===== src/rtl/uart_tx_pkg.sv =====
// Shared definitions for the UART transmit engine: frame geometry,
// FSM state encoding, parity sense constants and frame assembly helpers.
package uart_tx_pkg;

  localparam int FRAME_LEN = 11;

  localparam logic [3:0] LAST_SLOT = 4'(FRAME_LEN - 1);

  typedef enum logic [0:0] {
    ST_IDLE  = 1'b0,
    ST_SHIFT = 1'b1
  } tx_state_e;

  localparam logic PAR_EVEN = 1'b0;
  localparam logic PAR_ODD  = 1'b1;

  // Parity over the active data bits; d7 only counts in 8-bit mode.
  function automatic logic calc_parity(input logic [7:0] d,
                                       input logic       eight,
                                       input logic       ohel);
    logic p;
    p = ^d[6:0];
    if (eight) begin
      p = p ^ d[7];
    end else begin
      p = p;
    end
    return (ohel == PAR_ODD) ? ~p : p;
  endfunction

  // Full line image, slot 0 (start bit) in bit 0; unused slots are stop bits.
  function automatic logic [FRAME_LEN-1:0] build_frame(input logic [7:0] d,
                                                       input logic       eight,
                                                       input logic       pen,
                                                       input logic       ohel);
    logic                 par;
    logic [FRAME_LEN-1:0] f;
    par    = pen ? calc_parity(d, eight, ohel) : 1'b1;
    f      = {FRAME_LEN{1'b1}};
    f[0]   = 1'b0;
    f[7:1] = d[6:0];
    if (eight) begin
      f[8] = d[7];
      f[9] = par;
    end else begin
      f[8] = par;
    end
    return f;
  endfunction

endpackage


===== src/rtl/uart_tx_engine_baud_gen.sv =====
// Bit-time divider: counts while enabled and emits a one-cycle tick on wrap.
// A divisor of 0 behaves as 1 (tick every enabled clock).
module baud_gen
  #(parameter int DIV_W = 19)
  (
    input  logic             clk,
    input  logic             reset,
    input  logic             enable,
    input  logic [DIV_W-1:0] baud_k,
    output logic             tick
  );

  localparam logic [DIV_W-1:0] DIV_ONE  = {{(DIV_W-1){1'b0}}, 1'b1};
  localparam logic [DIV_W-1:0] DIV_ZERO = {DIV_W{1'b0}};

  logic [DIV_W-1:0] cnt_r;
  logic [DIV_W-1:0] limit_s;

  // Effective divisor and wrap detect; >= recovers if baud_k shrinks mid-count.
  always_comb begin
    limit_s = (baud_k == DIV_ZERO) ? DIV_ONE : baud_k;
    tick    = enable && (cnt_r >= (limit_s - DIV_ONE));
  end

  // Bit-time counter, held at zero while the engine is idle.
  always_ff @(posedge clk or negedge reset) begin
    if (!reset) begin
      cnt_r <= DIV_ZERO;
    end else if (!enable || tick) begin
      cnt_r <= DIV_ZERO;
    end else begin
      cnt_r <= cnt_r + DIV_ONE;
    end
  end

endmodule


===== src/rtl/uart_tx_engine.sv =====
// UART transmit framing/shifting stage: captures a byte plus frame config,
// then shifts start, data, parity and stop bits out at the programmed rate.
module uart_tx_engine
  import uart_tx_pkg::*;
  #(parameter int DIV_W = 19)
  (
    input  logic             clk,
    input  logic             reset,
    input  logic [DIV_W-1:0] baud_k,
    input  logic             eight,
    input  logic             pen,
    input  logic             ohel,
    input  logic             load,
    input  logic [7:0]       data,
    output logic             tx_bit,
    output logic             txrdy,
    output logic             tx_done
  );

  tx_state_e            state_r, state_s;
  logic [FRAME_LEN-1:0] shreg_r, shreg_s;
  logic [FRAME_LEN-1:0] frame_s;
  logic [3:0]           bitcnt_r, bitcnt_s;
  logic                 tx_bit_r, tx_bit_s;
  logic                 txrdy_r, txrdy_s;
  logic                 tx_done_r, tx_done_s;
  logic                 tick_s;
  logic                 shift_en_s;

  assign shift_en_s = (state_r == ST_SHIFT);

  baud_gen #(.DIV_W(DIV_W)) u_baud_gen (
    .clk    (clk),
    .reset  (reset),
    .enable (shift_en_s),
    .baud_k (baud_k),
    .tick   (tick_s)
  );

  // Next-state and next-output logic; defaults hold state, tx_done pulses.
  always_comb begin
    frame_s   = build_frame(data, eight, pen, ohel);
    state_s   = state_r;
    shreg_s   = shreg_r;
    bitcnt_s  = bitcnt_r;
    tx_bit_s  = tx_bit_r;
    txrdy_s   = txrdy_r;
    tx_done_s = 1'b0;
    case (state_r)
      ST_IDLE: begin
        if (load && txrdy_r) begin
          state_s  = ST_SHIFT;
          tx_bit_s = frame_s[0];
          shreg_s  = {1'b1, frame_s[FRAME_LEN-1:1]};
          bitcnt_s = 4'd0;
          txrdy_s  = 1'b0;
        end else begin
          tx_bit_s = 1'b1;
          txrdy_s  = 1'b1;
        end
      end
      ST_SHIFT: begin
        if (tick_s && (bitcnt_r == LAST_SLOT)) begin
          state_s   = ST_IDLE;
          tx_bit_s  = 1'b1;
          txrdy_s   = 1'b1;
          tx_done_s = 1'b1;
          bitcnt_s  = 4'd0;
        end else if (tick_s) begin
          tx_bit_s = shreg_r[0];
          shreg_s  = {1'b1, shreg_r[FRAME_LEN-1:1]};
          bitcnt_s = bitcnt_r + 4'd1;
        end else begin
          state_s = ST_SHIFT;
        end
      end
      default: begin
        state_s  = ST_IDLE;
        tx_bit_s = 1'b1;
        txrdy_s  = 1'b1;
        bitcnt_s = 4'd0;
      end
    endcase
  end

  // State, shift register, bit counter and output flops.
  always_ff @(posedge clk or negedge reset) begin
    if (!reset) begin
      state_r   <= ST_IDLE;
      shreg_r   <= {FRAME_LEN{1'b0}};
      bitcnt_r  <= 4'd0;
      tx_bit_r  <= 1'b1;
      txrdy_r   <= 1'b1;
      tx_done_r <= 1'b0;
    end else begin
      state_r   <= state_s;
      shreg_r   <= shreg_s;
      bitcnt_r  <= bitcnt_s;
      tx_bit_r  <= tx_bit_s;
      txrdy_r   <= txrdy_s;
      tx_done_r <= tx_done_s;
    end
  end

  assign tx_bit  = tx_bit_r;
  assign txrdy   = txrdy_r;
  assign tx_done = tx_done_r;

endmodule


===== config.mk =====
export PLATFORM = sky130hd
export DESIGN_NAME = uart_tx_engine
export DESIGN_NICKNAME = d
export VERILOG_FILES = /design/src/rtl/uart_tx_pkg.sv /design/src/rtl/uart_tx_engine_baud_gen.sv /design/src/rtl/uart_tx_engine.sv
export SDC_FILE = /design/constraint.sdc
export NUM_CORES = 1
export LEC_CHECK = 0
export CELL_PAD_IN_SITES_DETAIL_PLACEMENT = 0
export CELL_PAD_IN_SITES_GLOBAL_PLACEMENT = 1
export CORE_MARGIN = 2
export CORE_UTILIZATION = 41
export CTS_CLUSTER_SIZE = 10
export DETAILED_ROUTE_END_ITERATION = 16
export DONT_BUFFER_PORTS = 1
export PLACE_DENSITY = 0.66
export SLEW_MARGIN = 20
export SYNTH_ARGS = -nofsm -noshare
export SYNTH_HDL_FRONTEND = slang
export SYNTH_HIERARCHICAL = 1
export SYNTH_SLANG_ARGS = --single-unit

===== constraint.sdc =====
create_clock -name clk -period 4.2 [get_ports clk]
set_clock_uncertainty 0.2 [all_clocks]
set_input_delay 0.84 -clock clk [delete_from_list [all_inputs] [get_ports clk]]
set_output_delay 0.84 -clock clk [all_outputs]
set_load 0.02 [all_outputs]

# Word-level counts from Yosys, hierarchy flattened
# Index checks and enable logic that the tools add are counted.
# word_totals
regBits,38
word_cells,55
# op_classes
bitwise_logic,3
magnitude_cmp,1
eq_ne,6
reduce_logical,9
n_mux,26
n_addsub,3
# op_table
operator,n
$mux 19,2
$mux 11,3
$pmux 11 s2,1
$add 19x1->19 const B,1
$ge 19x19->1,1
$logic_not 19->1,1
$sub 19x1->19 const B,1
$mux 1,13
$mux 4,3
$pmux 4 s2,1
$reduce_xor 7->1,1
$pmux 1 s2,3
$add 4x1->4 const B,1
$eq 4x4->1 const B,1
$ne 2x1->1 const B,2
$ne 2x2->1 const B,2
$logic_and 1x1->1,3
$ne 3x1->1 const B,1
$reduce_and 3->1,1
$not 1->1,2
$reduce_and 2->1,1
$logic_not 1->1,1
$logic_or 1x1->1,1
$xor 1x1->1,1

# Logic depth before layout (Yosys ltp)
# Gate-level depths: netlist of run 1.
# logic_depth
depth_word,9
ltp_mapped,22
depth_no_buf,20

# By module
# The synthesis of run 1 kept the hierarchy.
# modules_own_cells
mod,n_inst,cells_each,area_each_um2
baud_gen,1,189,1662.8
uart_tx_engine,1,99,974.7

# Worst setup path after synthesis of run 1
# OpenSTA, ideal clock, no wires.
# synth_timing
path_kind,in2reg
startpoint,input baud_k[11]
endpoint,register shreg_r[7]
arrival_time_ns,4.904
n_path_buf,3
required_ns,3.876
path_slack_ns,-1.028
setup_ns,0.124
path_stages,21
path_cell_list,or4_1 clkbuf_1 nor4_1 nor4b_2 nor2_1 ha_1 nand2b_1 or3_1 nor3_1 xnor2_1 ha_1 nand4_1 nor3_1 o31a_1 clkbuf_1 o31a_1 nand2_1 o21ai_0 o21ai_0 buf_2 a211o_1
# synth_between
elab_chain_len,8
elab_cells_between_ends,9
classes_between,add/sub (1); order compare (1); eq/ne (2); mux (1); reduce/logical (4)
# synth_rtl
item,line,rtl
from (decl),uart_tx_engine.sv:9,"input logic [DIV_W-1:0] baud_k,"
$logic_not 19->1,uart_tx_engine_baud_gen.sv:21,limit_s = (baud_k == DIV_ZERO) ? DIV_ONE : baud_k;
$mux 19 (*),uart_tx_engine_baud_gen.sv:21,
$sub 19x1->19 (*),uart_tx_engine_baud_gen.sv:22,tick = enable && (cnt_r >= (limit_s - DIV_ONE));
$ge 19x19->1 (*),uart_tx_engine_baud_gen.sv:22,
$logic_and 1x1->1 (*),uart_tx_engine_baud_gen.sv:22,
net tick_s,uart_tx_engine.sv:27,logic tick_s;
$logic_and 1x1->1,uart_tx_engine.sv:63,if (tick_s && (bitcnt_r == LAST_SLOT)) begin
$ne 2x2->1 (no line),--,
$reduce_and 3->1 (no line) (*),--,
to (signal assigned),uart_tx_engine.sv:90,shreg_r <= {FRAME_LEN{1'b0}};
to (signal assigned),uart_tx_engine.sv:97,shreg_r <= shreg_s;
to (decl),uart_tx_engine.sv:21,"logic [FRAME_LEN-1:0] shreg_r, shreg_s;"
# Mark *: on every way through the listed nets, which the timed path passes. The rest lies on a longest branch.
# A chain may end at the register's enable or synchronous reset.

# Worst setup path in the final report of run 1
# layout_timing
startpoint,input baud_k[7]
endpoint,register shreg_r[8]
# The elaborated chain is that of the path after synthesis.

==> impl_results.md, run 1 <==
* Result of the run: finished, violations left
* Violated checks: negative setup slack
* Leakage power total at 0.00139 uW
* Final period utilization at 106%
* Deepest level of the CTS H-tree at 2
* Post-synth top cells: sky130_fd_sc_hd__dfrtp_1, sky130_fd_sc_hd__nor3_1, sky130_fd_sc_hd__ha_1
* Total detailed-routing wirelength at 5.70 mm
* Num Clock Sinks at 38
* VDD IR max at 0.000233 V
* Worst path required time at 4180 ps
* Area post-placement at 0.00293 sq mm
* Width of the die at 84.2 microns
* Final layout net count at 372
* Critical path fanouts, max at 6
* Number of unique standard cell types used by synthesis at 37
* WL per Instance at 14.5 microns
* Fraction of layout cells with a size suffix above 1 at 25.9%
* Post-synth top area share at 34.2%
* Final number of setup-violating endpoints at 16
* Proportion of synthesized chip area in sequential cells at 36.1%
* Kind of end point of the critical path: register
* Fraction of synthesis flops using an asynchronous set or reset pin at 100%
* Number of CTS-inserted buffers at 5
* Total gr overflow at 0
* Worst Tran Pin Value at 872 ps
* Post-layout instance count excluding filler cells at 393
* Cell family contributing the most delay on the critical path: simple AND/OR/NAND/NOR gates
* Post-synth EDFFs at 0
* Max-cap violations at 0
* Yosys top cell by area: sky130_fd_sc_hd__dfrtp_1
* Port Buffer Count at 0
* DR DRC count at 0
* Vias per std cell at 5.62
* Top-count cell post-synth: sky130_fd_sc_hd__dfrtp_1
* Largest stage delay, worst path at 540 ps
* PwrDens at 302 mW/mm^2
* Cell count after synthesis at 288
* Clock latency on the worst-skew pair at 290 ps
* Effective utilization at floorplan at 42.0%
* Share of power burned in the clock network at 24.5%
* Endpoint arrival time on the critical path at 4410 ps
* Relative contribution of sequential cells to total power at 50.9%
* Worst hold slack at 39.0 ps
* Global-route wire length before repair at 9.74 mm
* Number of warnings issued by yosys at 6
* Total net switching power at 304 uW
* Std-Cell Core Area at 0.00628 sq mm
* Mapped cell area at 0.00264 sq mm
* Number of antenna violations at the first check in global routing at 0
* Slowest CP cell: sky130_fd_sc_hd__or4_4
* Reg clk slew, reported paths at 70 ps
* Detailed placement HPWL at 4.05 mm
* Post-Synthesis Net Count at 344
* Final-layout setup total negative slack at -2280 ps
* Unrepaired setup endpoints after global routing: yes
* Internal power summed over all cells at 676 uW
* Routability congestion estimate at 0.771
* Hold-fix buffers, CTS at 0
* Number of placement rows at 29
* Min setup slack post-route at -234 ps
* Critical path buffers and inverters at 2
* Maximum number of pins on one net before global-route repair at 39
* Primary flip-flop cell chosen by synthesis mapping: sky130_fd_sc_hd__dfrtp_1
* Avg Cell Area, Syn at 9.16 sq um
* Maximum frequency from static timing analysis at 0.226 GHz
* Critical Path, Cell by Cell: or4_4 -> nor4_4 -> nor4b_4 -> nor2_2 -> ha_2 -> nand2b_4 -> buf_4 -> nor2_2 -> xnor2_1 -> ha_1 -> a21o_1 -> nand3_1 -> a21oi_1 -> o31a_1 -> o31a_1 -> nand2_2 -> o21ai_2 -> o21ai_4 -> buf_6 -> a21oi_1 -> a22o_2
* Type of the tightest min-delay check: in -> async
* Sw Share at 31.0%
* Number of top-level pins at 36
* Max-slew violation count at 0
* Top area cells in the synthesized netlist: sky130_fd_sc_hd__dfrtp_1, sky130_fd_sc_hd__ha_1, sky130_fd_sc_hd__xnor2_1
* Logic pwr share at 24.5%
* Rel. slew slack at 41.8%
* Clock Path Buffers at 2
* Antenna-violating nets left at 0
* Summed area of non-filler cells in the final layout at 0.00325 sq mm
* Root buf cell: sky130_fd_sc_hd__clkbuf_8
* Kind of critical path: in -> reg
* Die Height at 84.2 microns
* Number of antenna diodes at 0
* Layout Area Growth over Synthesis at 23.1%
* TritonCTS clock tree: built
* Area enclosed by the die boundary at 0.00709 sq mm
* Pre-antenna DRT Iters at 4
* Kind of start point of the critical path: input pin
* Overall power of the completed layout at 980 uW
* GR Util All Layers at 16.7%
* Final count of hold timing violations at 0
* Number of register bits inferred by synthesis at 38
* Number of global-route vias before repair at 2137
* Initial detailed-routing violation count at 70
* Via total after detailed routing at 2208
* Final critical path time including I/O delays and setup at 4430 ps
* Dpl cells at 379
[cell type report]
type | count | area, sq um
fill | 617 | 3030
multi-input combinational | 235 | 1840
tap | 77 | 96.3
clock inverter | 2 | 10.0
clock buffer | 5 | 68.8
timing repair buffer | 30 | 254
sequential | 38 | 953
inverter | 6 | 22.5
[power by group through the flow]
| stage | combinational [uW] | sequential, uW | clock (uW) |
|---|---|---|---|
| after global routing | 278 | 510 | 268 |
| final | 241 | 499 | 240 |
| after detailed placement | 203 | 505 | 0 |
| after global placement | 198 | 507 | 0 |
| after floorplan | 175 | 487 | 0 |
| after CTS | 209 | 499 | 254 |
[flip-flops by register name, summed over array words and instances, names as in the netlist]
signal,cells
u_baud_gen/cnt_r,19
shift_en_s,1
tx_bit,1
txrdy,1
bitcnt_r,4
tx_done,1
shreg_r,11
[layer usage]
metal  GRT usage (%)  wire length, microns  vias to the layer above
met5               0                     0                        -
met4            4.99                    71                        0
met3            3.24                   324                        6
met2            26.6                  2610                       50
met1            23.0                  2700                     1050
li1                -                     -                     1102
[worst paths after layout]
kind / from / end / slack (ps) / depth (start not counted)
worst min register to register: shreg_r[10] / shreg_r[10] / 280 / 1
min in group clk: shreg_r[10] / shreg_r[10] / 280 / 1
worst min-delay path: reset / u_baud_gen/cnt_r[15] / 40 / 0
max in group asynchronous: reset / tx_bit / 3580 / 0
worst max-delay path: baud_k[7] / shreg_r[8] / -230 / 21
worst max register to register: u_baud_gen/cnt_r[0] / shreg_r[8] / 1490 / 13
[kinds of logic (layout without fill, tap and decap cells)]
logic type,count (synthesis),count (layout),share of synthesized area [%]
xor+xnor,37,37,12.8
fa+ha+maj,23,23,10.9
flops,38,38,36.1
simple gates,120,120,24.5
mux,9,9,3.42
buf+inv,15,43,2.32
compound gates,46,46,9.91
[timing repair]
item | CTS | global route
setup buffers | 4 | 2
gates cloned | 1 | 1
pin swaps | 10 | 21
setup endpoints to repair | 19 | 35
gates resized for setup | 19 | 37
[stage by stage]
step | util (%) | worst slack, ps
finish | 51.7 | -234
global placement | 46.6 | -786
floorplan | - | -637
CTS | 49.1 | -277
detailed placement | 46.6 | -838
global route | 51.7 | -558
[cells in the final DEF (no fill, tap or decap), types with 4 or more instances in the layout]
| cell type | n |
|---|---|
| sky130_fd_sc_hd__dfrtp_1 | 36 |
| sky130_fd_sc_hd__buf_4 | 23 |
| sky130_fd_sc_hd__ha_1 | 22 |
| sky130_fd_sc_hd__nand2_1 | 20 |
| sky130_fd_sc_hd__xnor2_1 | 20 |
| sky130_fd_sc_hd__nor3_2 | 19 |
| sky130_fd_sc_hd__a21oi_1 | 16 |
| sky130_fd_sc_hd__xor2_1 | 16 |
| sky130_fd_sc_hd__nor2_1 | 13 |
| sky130_fd_sc_hd__nand3_1 | 13 |
| sky130_fd_sc_hd__o21ai_1 | 12 |
| sky130_fd_sc_hd__mux2i_1 | 9 |
| sky130_fd_sc_hd__nand4_1 | 8 |
| sky130_fd_sc_hd__inv_1 | 6 |
| sky130_fd_sc_hd__nor3_1 | 6 |
| sky130_fd_sc_hd__clkbuf_8 | 5 |
| sky130_fd_sc_hd__buf_6 | 5 |
| sky130_fd_sc_hd__o21ai_0 | 4 |
| sky130_fd_sc_hd__nand2b_1 | 4 |
| sky130_fd_sc_hd__and3_1 | 4 |
| sky130_fd_sc_hd__or4_4 | 4 |
| sky130_fd_sc_hd__or3_1 | 4 |
Note: power is estimated with default switching activity, not from simulation.
==> run 2: changes to the inputs <==
--- a/config.mk
+++ b/config.mk
@@ -13,5 +13,5 @@
 export DETAILED_ROUTE_END_ITERATION = 16
 export DONT_BUFFER_PORTS = 1
-export PLACE_DENSITY = 0.66
+export PLACE_DENSITY = 0.69
 export SLEW_MARGIN = 20
 export SYNTH_ARGS = -nofsm -noshare
==> constraint.sdc (replaced) <==
create_clock -name clk -period 3.6 [get_ports clk]
set_clock_uncertainty 0.2 [all_clocks]
set_input_delay 0.54 -clock clk [delete_from_list [all_inputs] [get_ports clk]]
set_output_delay 0.54 -clock clk [all_outputs]
set_load 0.02 [all_outputs]
==> run 2 against run 1 <==
Against the previous run: global-route usage grew 0.14 points; critical path depth down 4; the run still ends with negative setup slack left; via count decreased by 0.18%; non-clock buffer count did not move; sequential share of layout area decreased by 0.53 points; largest power group unchanged; worst hold slack better by 180 ps; die area unchanged; highest routed layer unchanged; final cell count grew 0.25%; sequential cell count unchanged; clock power grew 86%; critical endpoint unchanged; first-iteration DRC count up 17%; core utilization is 0.96 points higher.
==> impl_results.md, run 2 (synthesis gave the netlist of run 1 again) <==
* Result of the run: finished, violations left
* Violated checks: negative setup slack
* Root buf cell: sky130_fd_sc_hd__clkbuf_8
* End of the worst register-to-register path: shreg_r[7]
* Number of placement rows at 29
* Type of the tightest min-delay check: in -> reg
* Clock latency on the worst-skew pair at 290 ps
* Depth of the most critical reg-to-reg path at 12
* Critical Path Stages at 17
* Number of CTS-inserted buffers at 5
* GR Util All Layers at 16.8%
* Antenna-violating nets left at 0
* Initial detailed-routing violation count at 82
* Max-cap violations at 0
* Critical Path, Cell by Cell: or4_4 -> buf_4 -> buf_4 -> or3_4 -> or4_1 -> xor2_1 -> ha_1 -> nand2_1 -> nor3_2 -> o31a_1 -> o31a_1 -> nand2_2 -> buf_6 -> o21ai_4 -> buf_6 -> a21oi_1 -> a22o_2
* Detailed placement HPWL at 4.18 mm
* TritonCTS clock tree: built
* Largest stage delay, worst path at 540 ps
* Final period utilization at 115%
* Wire length on met2 at 2.75 mm
* Min setup slack post-route at -529 ps
* Met1 wire length at 2.68 mm
* Fraction of layout cells with a size suffix above 1 at 24.9%
* Worst hold slack at 216 ps
* Worst flop-to-flop path startpoint: u_baud_gen/cnt_r[0]
* Num Clock Sinks at 38
* Most used cells in the layout excluding fill and tap cells: sky130_fd_sc_hd__dfrtp_1, sky130_fd_sc_hd__ha_1, sky130_fd_sc_hd__buf_4, sky130_fd_sc_hd__nand2_1, sky130_fd_sc_hd__xnor2_1
* Met3 wire length at 332 microns
* Final count of hold timing violations at 0
* Worst Tran Pin Value at 471 ps
* Maximum frequency from static timing analysis at 0.242 GHz
* Capture endpoint of the worst hold path: shift_en_s
* Number of top-level pins at 36
* Kind of critical path: in -> reg
* Post-layout instance count excluding filler cells at 394
* Total detailed-routing wirelength at 5.83 mm
* Deepest level of the CTS H-tree at 2
* Total gr overflow at 0
* Flip-flop count of the largest register, all copies and words added at 19
* Final core area utilization at 52.7%
* Layout Area Growth over Synthesis at 25.4%
* Reg clk slew, reported paths at 70 ps
* Largest registers: u_baud_gen/cnt_r (19), shreg_r (11), bitcnt_r (4)
* Highest layer used for signal routing: met4
* Final-layout setup total negative slack at -8230 ps
* Global-route wire length before repair at 9.87 mm
* Vias per std cell at 5.59
* Final critical path time including I/O delays and setup at 4130 ps
* Critical path fanouts, max at 7
* Rel. slew slack at 68.5%
* Hold Crit Depth at 2
* Routability congestion estimate at 0.787
* Final layout net count at 372
* Clock Path Buffers at 2
* Most common cell after layout, fill and taps aside: sky130_fd_sc_hd__dfrtp_1
* Worst path required time at 3570 ps
* Number of global-route vias before repair at 2203
* Final number of setup-violating endpoints at 32
* Dpl cells at 377
* Area enclosed by the die boundary at 0.00709 sq mm
* Top register by number of flip-flops: u_baud_gen/cnt_r
* Unrepaired setup endpoints after global routing: yes
* Effective utilization at floorplan at 42.0%
* WL per Instance at 14.8 microns
* Slowest CP cell: sky130_fd_sc_hd__or4_4
* Pre-CTS WS at -1030 ps
* Pre-antenna DRT Iters at 4
* Worst hold start: load
* Die Height at 84.2 microns
* Width of the die at 84.2 microns
* Kind of end point of the critical path: register
* Endpoint arrival time on the critical path at 4100 ps
* Port Buffer Count at 0
* Cell family contributing the most delay on the critical path: simple AND/OR/NAND/NOR gates
* Via total after detailed routing at 2204
* Leakage power total at 0.00148 uW
* Number of antenna violations at the first check in global routing at 0
* PwrDens at 395 mW/mm^2
* DR DRC count at 0
* Max-slew violation count at 0
* Kind of start point of the critical path: input pin
* Critical path buffers and inverters at 4
* Number of antenna diodes at 0
* Register-to-register path setup slack at 870 ps
* Std-Cell Core Area at 0.00628 sq mm
* VDD IR max at 0.000305 V
* Maximum number of pins on one net before global-route repair at 39
-- run 2: cell count changes in the layout (fill, tap and decap cells not counted), sizes merged --
cell,delta
buf,-1
bufinv,+2
clkbuf,+1
clkinv,-2
dlygate4sd3,+1
-- run 2: what timing repair did --
action,CTS,global route
gates resized for setup,13,37
setup buffers,4,2
gates cloned,0,1
endpoints found under the hold margin,38,0
hold buffers,2,0
endpoints found under the setup margin,38,38
pin swaps,13,0
-- run 2: worst register-to-register path, stage by stage (launching register included) --
cell                       delay (ps)
sky130_fd_sc_hd__dfrtp_1          460
sky130_fd_sc_hd__inv_1             80
sky130_fd_sc_hd__ha_1             280
sky130_fd_sc_hd__nand2b_1         130
sky130_fd_sc_hd__nand3_1           70
sky130_fd_sc_hd__a211oi_1          60
sky130_fd_sc_hd__o31a_1           330
sky130_fd_sc_hd__o31a_1           320
sky130_fd_sc_hd__nand2_2          100
sky130_fd_sc_hd__buf_6            120
sky130_fd_sc_hd__o21ai_4           50
sky130_fd_sc_hd__buf_6            140
sky130_fd_sc_hd__a211o_1          280
-- run 2: worst max-delay path by stage --
stage               start         end  slack, ps
2_1_floorplan  baud_k[11]  shreg_r[7]       -940
3_3_place_gp    baud_k[7]  shreg_r[8]       -990
3_5_place_dp    baud_k[7]  shreg_r[7]      -1030
4_1_cts        baud_k[10]  shreg_r[8]       -460
5_1_grt        baud_k[10]  shreg_r[7]       -700
6_report       baud_k[10]  shreg_r[8]       -530
-- run 2: cell type report --
class	count	area, sq um
timing repair buffer	30	272
multi-input combinational	235	1820
fill	596	2970
sequential	38	953
inverter	6	22.5
clock buffer	6	82.6
tap	77	96.3
clock inverter	2	60.1
-- run 2: layer usage --
layer / global-route usage, % / vias up
met3: 4.42 / 4
met5: 0 / -
met2: 27.1 / 60
li1: - / 1107
met1: 22.3 / 1033
met4: 4.84 / 0
-- run 2: per-stage QoR --
step	total power, uW	area [sq um]
floorplan	772	2720
global placement	822	2910
detailed placement	827	2910
CTS	1300	3150
global route	1400	3310
finish	1310	3310
-- run 2: power breakdown --
group | total (uW) | switching (uW) | internal (uW)
Sequential | 585 | 85.8 | 499
Clock | 447 | 151 | 296
Combinational | 276 | 128 | 147
